File: config.mk
export PLATFORM = sky130hd
export DESIGN_NAME = gpio_mulpop
export DESIGN_NICKNAME = d
export VERILOG_FILES = /design/src/rtl/gpio_mulpop_pkg.sv /design/src/rtl/gpio_mulpop_core.sv /design/src/rtl/gpio_mulpop.sv
export SDC_FILE = /design/constraint.sdc
export NUM_CORES = 1
export LEC_CHECK = 0
export CAP_MARGIN = 20
export CORE_MARGIN = 2
export CORE_UTILIZATION = 39
export CTS_CLUSTER_DIAMETER = 100
export DETAILED_ROUTE_END_ITERATION = 8
export PLACE_DENSITY = 0.69
export SETUP_SLACK_MARGIN = 0.5
export SYNTH_ARGS = -nofsm -noshare
export SYNTH_HDL_FRONTEND = slang
export SYNTH_SLANG_ARGS = --single-unit
File: constraint.sdc
create_clock -name clk -period 7.5 [get_ports clk]
set_clock_uncertainty 0.05 [all_clocks]
set_input_delay 1.5 -clock clk [delete_from_list [all_inputs] [get_ports clk]]
set_output_delay 1.5 -clock clk [all_outputs]
set_load 0.005 [all_outputs]
File: src/rtl/gpio_mulpop_pkg.sv
// Shared definitions for gpio_mulpop: FSM states, register offsets and STATUS bit positions.
package gpio_mulpop_pkg;

  typedef enum logic [1:0] {
    ST_IDLE  = 2'd0,
    ST_MULT  = 2'd1,
    ST_COUNT = 2'd2,
    ST_DONE  = 2'd3
  } state_e;

  localparam logic [15:0] OFF_A1      = 16'h0000;
  localparam logic [15:0] OFF_A2      = 16'h0008;
  localparam logic [15:0] OFF_W_LO    = 16'h0010;
  localparam logic [15:0] OFF_L       = 16'h0018;
  localparam logic [15:0] OFF_STATUS  = 16'h0020;
  localparam logic [15:0] OFF_W_HI    = 16'h0028;
  localparam logic [15:0] OFF_OPCNT   = 16'h0030;
  localparam logic [15:0] OFF_GPIO_IN = 16'h0038;
  localparam logic [15:0] OFF_IRQ_CTL = 16'h0040;

  localparam int STAT_VALID = 0;
  localparam int STAT_DONE  = 1;
  localparam int STAT_BUSY  = 2;

endpackage

File: src/rtl/gpio_mulpop_core.sv
// Sequential shift-add multiplier (one multiplier bit per cycle, LSB first) followed by a
// one-cycle popcount of the full product; a start pulse always (re)starts the engine.
module gpio_mulpop_core
  import gpio_mulpop_pkg::*;
#(
  parameter int OP_W  = 24,
  parameter int RES_W = 2 * OP_W
) (
  input  logic             clk,
  input  logic             n_reset,
  input  logic             i_start,
  input  logic [OP_W-1:0]  i_a,
  input  logic [OP_W-1:0]  i_b,
  output logic             o_busy,
  output logic             o_commit,
  output logic [RES_W-1:0] o_prod,
  output logic [6:0]       o_pop
);

  localparam int CNT_W = (OP_W > 1) ? $clog2(OP_W) : 1;

  state_e             r_state;
  state_e             w_state_nxt;
  logic [CNT_W-1:0]   r_cnt;
  logic [RES_W-1:0]   r_mcand;
  logic [OP_W-1:0]    r_mplier;
  logic [RES_W-1:0]   r_acc;
  logic [6:0]         r_pop;

  function automatic logic [6:0] popcount(input logic [RES_W-1:0] v);
    logic [6:0] n;
    n = '0;
    for (int i = 0; i < RES_W; i++) n = n + {6'b0, v[i]};
    return n;
  endfunction

  always_ff @(posedge clk or negedge n_reset) begin
    if (!n_reset) begin
      r_state <= ST_IDLE;
      r_cnt   <= '0;
    end else begin
      r_state <= w_state_nxt;
      if (i_start)                r_cnt <= '0;
      else if (r_state == ST_MULT) r_cnt <= r_cnt + CNT_W'(1);
    end
  end

  always_comb begin
    w_state_nxt = r_state;
    if (i_start) begin
      w_state_nxt = ST_MULT;
    end else begin
      case (r_state)
        ST_IDLE:  w_state_nxt = ST_IDLE;
        ST_MULT:  if (r_cnt == CNT_W'(OP_W - 1)) w_state_nxt = ST_COUNT;
        ST_COUNT: w_state_nxt = ST_DONE;
        ST_DONE:  w_state_nxt = ST_IDLE;
        default:  w_state_nxt = ST_IDLE;
      endcase
    end
  end

  // Datapath: working registers carry no reset, the FSM qualifies their use
  always_ff @(posedge clk) begin
    if (i_start) begin
      r_mcand  <= RES_W'(i_a);
      r_mplier <= i_b;
      r_acc    <= '0;
    end else if (r_state == ST_MULT) begin
      if (r_mplier[0]) r_acc <= r_acc + r_mcand;
      r_mcand  <= r_mcand << 1;
      r_mplier <= r_mplier >> 1;
    end
    if (r_state == ST_COUNT) r_pop <= popcount(r_acc);
  end

  assign o_busy   = (r_state != ST_IDLE);
  assign o_commit = (r_state == ST_DONE) && !i_start;
  assign o_prod   = r_acc;
  assign o_pop    = r_pop;

endmodule

File: src/rtl/gpio_mulpop.sv
// Bus-mapped multiply/popcount peripheral: register decode, strobe edge detect, GPIO capture.
// Optional interrupt (irq port and IRQ_CTL register) is built when GPIOEMU_IRQ_EN is defined.
module gpio_mulpop
  import gpio_mulpop_pkg::*;
#(
  parameter int          OP_W      = 24,
  parameter logic [15:0] BASE_ADDR = 16'h0380
) (
  input  logic        clk,
  input  logic        n_reset,
  input  logic [15:0] saddress,
  input  logic        srd,
  input  logic        swr,
  input  logic [31:0] sdata_in,
  output logic [31:0] sdata_out,
  input  logic [31:0] gpio_in,
  input  logic        gpio_latch,
  output logic [31:0] gpio_out,
  output logic [31:0] gpio_in_s_insp
`ifdef GPIOEMU_IRQ_EN
  ,
  output logic        irq
`endif
);

  localparam int RES_W = 2 * OP_W;

  localparam logic [15:0] ADDR_A1      = BASE_ADDR + OFF_A1;
  localparam logic [15:0] ADDR_A2      = BASE_ADDR + OFF_A2;
  localparam logic [15:0] ADDR_W_LO    = BASE_ADDR + OFF_W_LO;
  localparam logic [15:0] ADDR_L       = BASE_ADDR + OFF_L;
  localparam logic [15:0] ADDR_STATUS  = BASE_ADDR + OFF_STATUS;
  localparam logic [15:0] ADDR_W_HI    = BASE_ADDR + OFF_W_HI;
  localparam logic [15:0] ADDR_OPCNT   = BASE_ADDR + OFF_OPCNT;
  localparam logic [15:0] ADDR_GPIO_IN = BASE_ADDR + OFF_GPIO_IN;
  localparam logic [15:0] ADDR_IRQ_CTL = BASE_ADDR + OFF_IRQ_CTL;

  logic             r_srd_d;
  logic             r_swr_d;
  logic             w_rd_e;
  logic             w_wr_e;
  logic             w_start;
  logic [OP_W-1:0]  r_a1;
  logic [63:0]      r_w;
  logic [6:0]       r_l;
  logic             r_done;
  logic [15:0]      r_opcnt;
  logic [31:0]      r_gpio_in_s;
  logic [31:0]      w_status;
  logic [31:0]      w_rd_data;
  logic             w_busy;
  logic             w_commit;
  logic [RES_W-1:0] w_prod;
  logic [6:0]       w_pop;
  logic             w_done_clr;
  logic             w_unused;

  assign w_rd_e  = srd & ~r_srd_d;
  assign w_wr_e  = swr & ~r_swr_d;
  assign w_start = w_wr_e && (saddress == ADDR_A2);

  gpio_mulpop_core #(
    .OP_W  (OP_W),
    .RES_W (RES_W)
  ) u_core (
    .clk      (clk),
    .n_reset  (n_reset),
    .i_start  (w_start),
    .i_a      (r_a1),
    .i_b      (sdata_in[OP_W-1:0]),
    .o_busy   (w_busy),
    .o_commit (w_commit),
    .o_prod   (w_prod),
    .o_pop    (w_pop)
  );

`ifdef GPIOEMU_IRQ_EN
  logic r_irq_en;
  logic r_irq;

  assign w_done_clr = w_wr_e && (saddress == ADDR_IRQ_CTL) && sdata_in[1];

  always_ff @(posedge clk or negedge n_reset) begin
    if (!n_reset) begin
      r_irq_en <= 1'b0;
      r_irq    <= 1'b0;
    end else begin
      if (w_wr_e && (saddress == ADDR_IRQ_CTL)) r_irq_en <= sdata_in[0];
      r_irq <= r_done & r_irq_en;
    end
  end

  assign irq = r_irq;
`else
  assign w_done_clr = 1'b0;
`endif

  always_ff @(posedge clk or negedge n_reset) begin
    if (!n_reset) begin
      r_srd_d     <= 1'b0;
      r_swr_d     <= 1'b0;
      r_a1        <= '0;
      r_w         <= '0;
      r_l         <= '0;
      r_done      <= 1'b0;
      r_opcnt     <= '0;
      r_gpio_in_s <= '0;
      sdata_out   <= '0;
    end else begin
      r_srd_d <= srd;
      r_swr_d <= swr;
      if (w_wr_e && (saddress == ADDR_A1)) r_a1 <= sdata_in[OP_W-1:0];
      // Start wins over commit, so an aborted op never updates results or the count
      if (w_start) begin
        r_done <= 1'b0;
      end else if (w_commit) begin
        r_w     <= 64'(w_prod);
        r_l     <= w_pop;
        r_done  <= 1'b1;
        r_opcnt <= r_opcnt + 16'd1;
      end else if (w_done_clr) begin
        r_done <= 1'b0;
      end
      if (gpio_latch) r_gpio_in_s <= gpio_in;
      if (w_rd_e)     sdata_out   <= w_rd_data;
    end
  end

  always_comb begin
    w_status                = '0;
    w_status[STAT_VALID]    = (r_w[63:32] == 32'd0);
    w_status[STAT_DONE]     = r_done;
    w_status[STAT_BUSY]     = w_busy;
  end

  always_comb begin
    w_rd_data = '0;
    case (saddress)
      ADDR_A1:      w_rd_data = 32'(r_a1);
      ADDR_W_LO:    w_rd_data = r_w[31:0];
      ADDR_L:       w_rd_data = {25'd0, r_l};
      ADDR_STATUS:  w_rd_data = w_status;
      ADDR_W_HI:    w_rd_data = r_w[63:32];
      ADDR_OPCNT:   w_rd_data = {16'd0, r_opcnt};
      ADDR_GPIO_IN: w_rd_data = r_gpio_in_s;
`ifdef GPIOEMU_IRQ_EN
      ADDR_IRQ_CTL: w_rd_data = {31'd0, r_irq_en};
`endif
      default:      w_rd_data = '0;
    endcase
  end

  assign gpio_out       = {16'd0, r_opcnt};
  assign gpio_in_s_insp = r_gpio_in_s;
  assign w_unused       = ^sdata_in;

endmodule
==> flow_metrics.env, run 1 <==
export IMPL_status="finished, final reports clean"
export IMPL_clk_pin_slew_ns=0.07
export IMPL_io_buffers=156
export IMPL_end_kind="flop"
export IMPL_finalMaxSlewViolations=0
export IMPL_die_y_um=207
export IMPL_yosys_top_cells_count="nand2_1, dfrtp_1, o21ai_0, nor2_1, a21oi_1"
export IMPL_nets=1996
export IMPL_hpwl_um=32100
export IMPL_clock_latency_ns=0.57
export IMPL_gp_congestion=0.956
export IMPL_syn_inst=1690
export IMPL_die_w_um=207
export IMPL_finalWorstSetupSlack_ns=1.75
export IMPL_cts_inserted_buffers=30
export IMPL_layout_drive_gt1_share_pct=8.46
export IMPL_yosysMostFrequentCell="nand2_1"
export IMPL_ys_seq_area_share_pct=45.2
export IMPL_htreeDepth=1
export IMPL_grt_pass1_vias=12217
export IMPL_start_util_pct=39.5
export IMPL_grt_ovfl_total=0
export IMPL_antenna_left=0
export IMPL_first_pass_iters=5
export IMPL_cts_hold_buf=0
export IMPL_min_period_ns=5.75
export IMPL_synth_area_leader_cell="dfrtp_1"
export IMPL_cts_tree="yes"
export IMPL_worstSetupStartpointType="flop"
export IMPL_core_um2=40700
export IMPL_antenna_found_initial=0
export IMPL_synthTopCellsByArea="dfrtp_1, edfxtp_1, dfxtp_1, nand2_1, fa_1"
export IMPL_arrival_ns=6.03
export IMPL_synth_ff_type="dfrtp_1"
export IMPL_cts_resized=0
export IMPL_async_flop_share_pct=57.1
export IMPL_avgSynthCellArea_um2=9.52
export IMPL_ioPinCount=181
export IMPL_synth_seq_cells=294
export IMPL_num_antenna_cells=0
export IMPL_post_cts_setup_buffers=0
export IMPL_path_class="reg -> reg"
export IMPL_synth_edff_count=54
export IMPL_root_buffer="clkbuf_16"
export IMPL_slew_headroom_pct=38.0
export IMPL_vias=12658
export IMPL_setup_viol=0
export IMPL_cts_num_sinks=294
export IMPL_setup_tns_ns=0
export IMPL_placementRows=74
export IMPL_path_max_fanout=4
export IMPL_grt_setup_unrepaired="no"
export IMPL_hold_class="reg -> reg"
export IMPL_vias_per_cell=5.35
export IMPL_mappedNetlistArea_um2=16100
export IMPL_finalHoldViolations=0
export IMPL_finalCritPeriodShare_pct=76.7
export IMPL_dp_slack_ns=1.74
export IMPL_area_delta_synth_final_pct=18.6
export IMPL_clk_path_buf_depth=3
export IMPL_grt_first_pass_wirelength_um=69000
export IMPL_ys_warn_count=0
export IMPL_synthDistinctLibCells=81
export IMPL_synth_top_area_share_pct=26.1
export IMPL_fmax_mhz=174
export IMPL_cap_violations=0
export IMPL_wire_per_inst_um=18.6
export IMPL_dieArea_um2=42900
export IMPL_worstMarginPinSlew_ns=0.927
export IMPL_grt_max_degree=118
export IMPL_cp_required_ns=7.78
export IMPL_grt_util_all_layers_pct=20.0
export IMPL_drc=0
export IMPL_drt_total_wl_um=43900
export IMPL_first_iter_violations=884
flip-flops by register name (all words and copies together), names as in the netlist, 5 cells and up:
name / cells
u_core.o_prod: 48
gpio_in_s_insp: 32
r_l: 6
r_a1: 24
r_w: 48
sdata_out: 32
u_core.r_mplier: 24
u_core.r_cnt: 5
u_core.r_mcand: 48
r_opcnt: 16
u_core.o_pop: 6
worst max-delay path, stage by stage, from the launching register on:
cell and delay (ns):
dfxtp_1 0.34, ha_1 0.30, inv_1 0.07, fa_1 0.45, fa_1 0.41, inv_1 0.09
fa_1 0.47, fa_1 0.54, fa_1 0.54, fa_1 0.56, inv_1 0.06, fa_1 0.59
inv_1 0.06, ha_1 0.29, a21o_1 0.19, a21oi_1 0.25, o21bai_1 0.09, a21o_1 0.18
cells in the final DEF (no fill, tap or decap), types with 13 or more instances in the layout:
cell and instances:
clkdlybuf4s50_1 155, nand2_1 366, a221oi_1 13, inv_1 90, dfxtp_1 72, conb_1 16, dfrtp_1 168, a21o_1 29
clkbuf_16 31, nor2_1 95, xor2_1 19, buf_4 18, xnor2_1 34, nor3_1 16, edfxtp_1 54, mux2i_1 44
nand4_1 17, ha_1 61, a21oi_1 93, a22oi_1 16, o21ai_0 100, mux2_2 63, nand3_1 33, fa_1 40
cells by family (layout without fill, tap and decap cells):
kind of cell | count (synthesis) | after routing | share of synthesized area (%)
AO/OA/AOI/OAI | 337 | 337 | 13.2
AND/OR/NAND/NOR | 602 | 602 | 16.1
adder cells (fa/ha/maj) | 102 | 102 | 9.80
flip-flops | 294 | 294 | 45.2
buffers and inverters | 194 | 321 | 5.62
multiplexers | 107 | 107 | 7.15
other | 1 | 16 | 0.0233
XOR/XNOR | 53 | 53 | 2.89
metrics by stage:
step	cells	hold WS (ns)	util (%)	cell area (µm²)
3_5_place_dp	2307	0.374	44.1	18000
2_1_floorplan	1705	0.365	-	16100
5_1_grt	2364	0.414	46.8	19100
3_3_place_gp	2307	0.372	44.1	18000
6_report	2364	0.393	46.8	19100
4_1_cts	2362	0.392	46.7	19000
metal layers:
metal / up-vias / global-route usage, % / routed length (µm)
li1: 6037 / - / -
met1: 6141 / 26.8 / 19200
met2: 424 / 33.3 / 20700
met3: 56 / 3.41 / 2850
met4: 0 / 6.01 / 1220
met5: - / 0 / 0
cell type report:
type                            count  area (µm²)
Clock buffer                       42         857
Tap cell                          532         666
Sequential cell                   294        7270
Fill cell                        3827       21700
Multi-Input combinational cell   1217        8000
Timing Repair Buffer              176        1750
Inverter                           90         338
Clock inverter                     13         203
final timing paths:
path / cells after the start / to / slack (ns) / start
worst min-delay path: 2 / r_l[2]$_DFFE_PN0P_ / 0.39 / u_core.o_pop[2]$_DFFE_PN_
min in group asynchronous: 1 / r_opcnt[6]$_DFFE_PN0P_ / 0.70 / n_reset
max in group asynchronous: 3 / gpio_in_s_insp[26]$_DFFE_PN0P_ / 5.31 / n_reset
worst max register to register: 17 / u_core.o_pop[5]$_DFFE_PN_ / 1.75 / u_core.o_prod[0]$_SDFFE_PP0P_
worst min register to register: 2 / r_l[2]$_DFFE_PN0P_ / 0.39 / u_core.o_pop[2]$_DFFE_PN_
worst max-delay path: 17 / u_core.o_pop[5]$_DFFE_PN_ / 1.75 / u_core.o_prod[0]$_SDFFE_PP0P_
Power of run 1 is not shown: default switching activity piles up to over one toggle a cycle in this logic, so the estimate is an artifact.
==> inputs of run 2 (changes only) <==
Clock period 7.5 ns to 5.35 ns, I/O delays scaled along.
==> flow_metrics.env, run 2 (synthesized netlist as in run 1, its figures left out) <==
export IMPL_die_w_um=207
export IMPL_failed_checks="negative setup slack"
export IMPL_hold_class="reg -> reg"
export IMPL_num_antenna_cells=0
export IMPL_worstSetupStartpointType="flop"
export IMPL_instances_no_fill=2378
export IMPL_cts_num_sinks=294
export IMPL_placed_cells=2318
export IMPL_path_common_cell="fa_2"
export IMPL_setup_viol=5
export IMPL_reg2reg_from="u_core.o_prod[1]$_SDFFE_PP0P_"
export IMPL_cts_tree="yes"
export IMPL_first_iter_violations=1108
export IMPL_slowest_delay_ns=0.57
export IMPL_cts_hold_buf=0
export IMPL_placementRows=74
export IMPL_grt_util_all_layers_pct=20.8
export IMPL_grt_ovfl_total=0
export IMPL_layout_commonest_cell="nand2_1"
export IMPL_dp_slack_ns=-0.0996
export IMPL_utilization_pct=47.1
export IMPL_drt_total_wl_um=45500
export IMPL_antenna_left=0
export IMPL_holdCritStartpoint="u_core.o_pop[0]$_DFFE_PN_"
export IMPL_finalCritPeriodShare_pct=104
export IMPL_crit_path_cell_trace="ha_4 -> inv_2 -> fa_1 -> fa_2 -> fa_2 -> fa_2 -> fa_1 -> fa_1 -> fa_1 -> fa_2 -> fa_2 -> inv_1 -> a21o_1 -> a21oi_2 -> xnor2_1"
export IMPL_cap_violations=0
export IMPL_end_kind="flop"
export IMPL_hpwl_um=33400
export IMPL_grt_setup_unrepaired="yes"
export IMPL_fmax_mhz=179
export IMPL_slew_headroom_pct=35.7
export IMPL_finalHoldViolations=0
export IMPL_reg2reg_slack_ns=-0.24
export IMPL_regToRegEndpoint="u_core.o_pop[4]$_DFFE_PN_"
export IMPL_io_buffers=156
export IMPL_min_period_ns=5.59
export IMPL_root_buffer="clkbuf_16"
export IMPL_status="finished with violations"
export IMPL_vias_per_cell=5.39
export IMPL_grt_first_pass_wirelength_um=71200
export IMPL_finalWorstSetupSlack_ns=-0.240
export IMPL_critPathTopFamily="adder cells"
export IMPL_start_util_pct=39.5
export IMPL_hold_ws_ns=0.391
export IMPL_nets=2008
export IMPL_min_to="r_l[0]$_DFFE_PN0P_"
export IMPL_path_class="reg -> reg"
export IMPL_worstMarginPinSlew_ns=0.965
export IMPL_clk_pin_slew_ns=0.06
export IMPL_slowest_stage="fa_2"
export IMPL_reg2regPathDepth=15
export IMPL_arrival_ns=5.86
export IMPL_ioPinCount=181
export IMPL_mostFrequentLayoutCells="nand2_1, dfrtp_1, clkdlybuf4s50_1"
export IMPL_antenna_found_initial=0
export IMPL_finalMaxSlewViolations=0
export IMPL_path_max_fanout=2
export IMPL_hold_path_depth=2
export IMPL_first_pass_iters=5
export IMPL_htreeDepth=1
export IMPL_vias=12807
export IMPL_grt_pass1_vias=12365
export IMPL_cts_inserted_buffers=31
export IMPL_critical_path_buf_inv_count=2
export IMPL_clock_latency_ns=0.58
export IMPL_cp_required_ns=5.62
export IMPL_dieArea_um2=42900
export IMPL_gp_congestion=1.05
export IMPL_grt_max_degree=123
export IMPL_wire_per_inst_um=19.1
export IMPL_core_um2=40700
export IMPL_drc=0
export IMPL_layout_drive_gt1_share_pct=10.0
export IMPL_area_delta_synth_final_pct=19.3
export IMPL_die_y_um=207
export IMPL_clk_path_buf_depth=3
## run 2: metal layers
layer / part of all wire (%) / vias to the layer above / wire length [µm] / global-route usage, %
met3: 6.8 / 71 / 3090 / 3.40
li1: - / 6063 / - / -
met2: 46 / 463 / 21000 / 33.5
met4: 3.4 / 0 / 1560 / 7.24
met5: 0 / - / 0 / 0
met1: 44 / 6210 / 19800 / 28.4
## run 2: through the flow
stage               setup TNS, ns  instance area, µm²
floorplan                       0               16200
global placement                0               18100
detailed placement        -0.0996               18100
CTS                        -0.107               19200
global route                -1.06               19200
finish                     -0.574               19200
## run 2: worst register-to-register path, cell delays in order, from the launching register on
cell	delay (ns)
dfxtp_2	0.34
ha_4	0.26
inv_2	0.03
fa_1	0.46
fa_2	0.57
fa_2	0.45
fa_2	0.55
fa_1	0.45
fa_1	0.55
fa_1	0.45
fa_2	0.38
fa_2	0.36
inv_1	0.08
a21o_1	0.15
a21oi_2	0.07
xnor2_1	0.12
## run 2: layout make-up
cell class	count	area [µm²]
Timing Repair Buffer	187	1830
Tap cell	532	666
Sequential cell	294	7270
Fill cell	3844	21500
Inverter	90	338
Clock inverter	13	155
Multi-Input combinational cell	1217	8030
Clock buffer	45	898
## run 2: worst max path at each step
stage | endpoint | depth (start not counted) | slack, ns | start
after global routing | u_core.o_pop[4]$_DFFE_PN_ | 15 | -0.34 | u_core.o_prod[1]$_SDFFE_PP0P_
final | u_core.o_pop[4]$_DFFE_PN_ | 15 | -0.24 | u_core.o_prod[1]$_SDFFE_PP0P_
after floorplan | u_core.o_pop[4]$_DFFE_PN_ | 15 | 0.13 | u_core.o_prod[0]$_SDFFE_PP0P_
after global placement | u_core.o_pop[4]$_DFFE_PN_ | 15 | 0.002 | u_core.o_prod[0]$_SDFFE_PP0P_
after CTS | u_core.o_pop[4]$_DFFE_PN_ | 15 | -0.11 | u_core.o_prod[0]$_SDFFE_PP0P_
after detailed placement | u_core.o_pop[4]$_DFFE_PN_ | 15 | -0.1 | u_core.o_prod[0]$_SDFFE_PP0P_
## run 2: timing repair
item	CTS	global route
setup endpoints to repair	6	6
hold endpoints to repair	0	0
setup buffers	0	2
resized for setup	1	10
pin swaps	1	10
Power of run 2 is left out for the same reason.
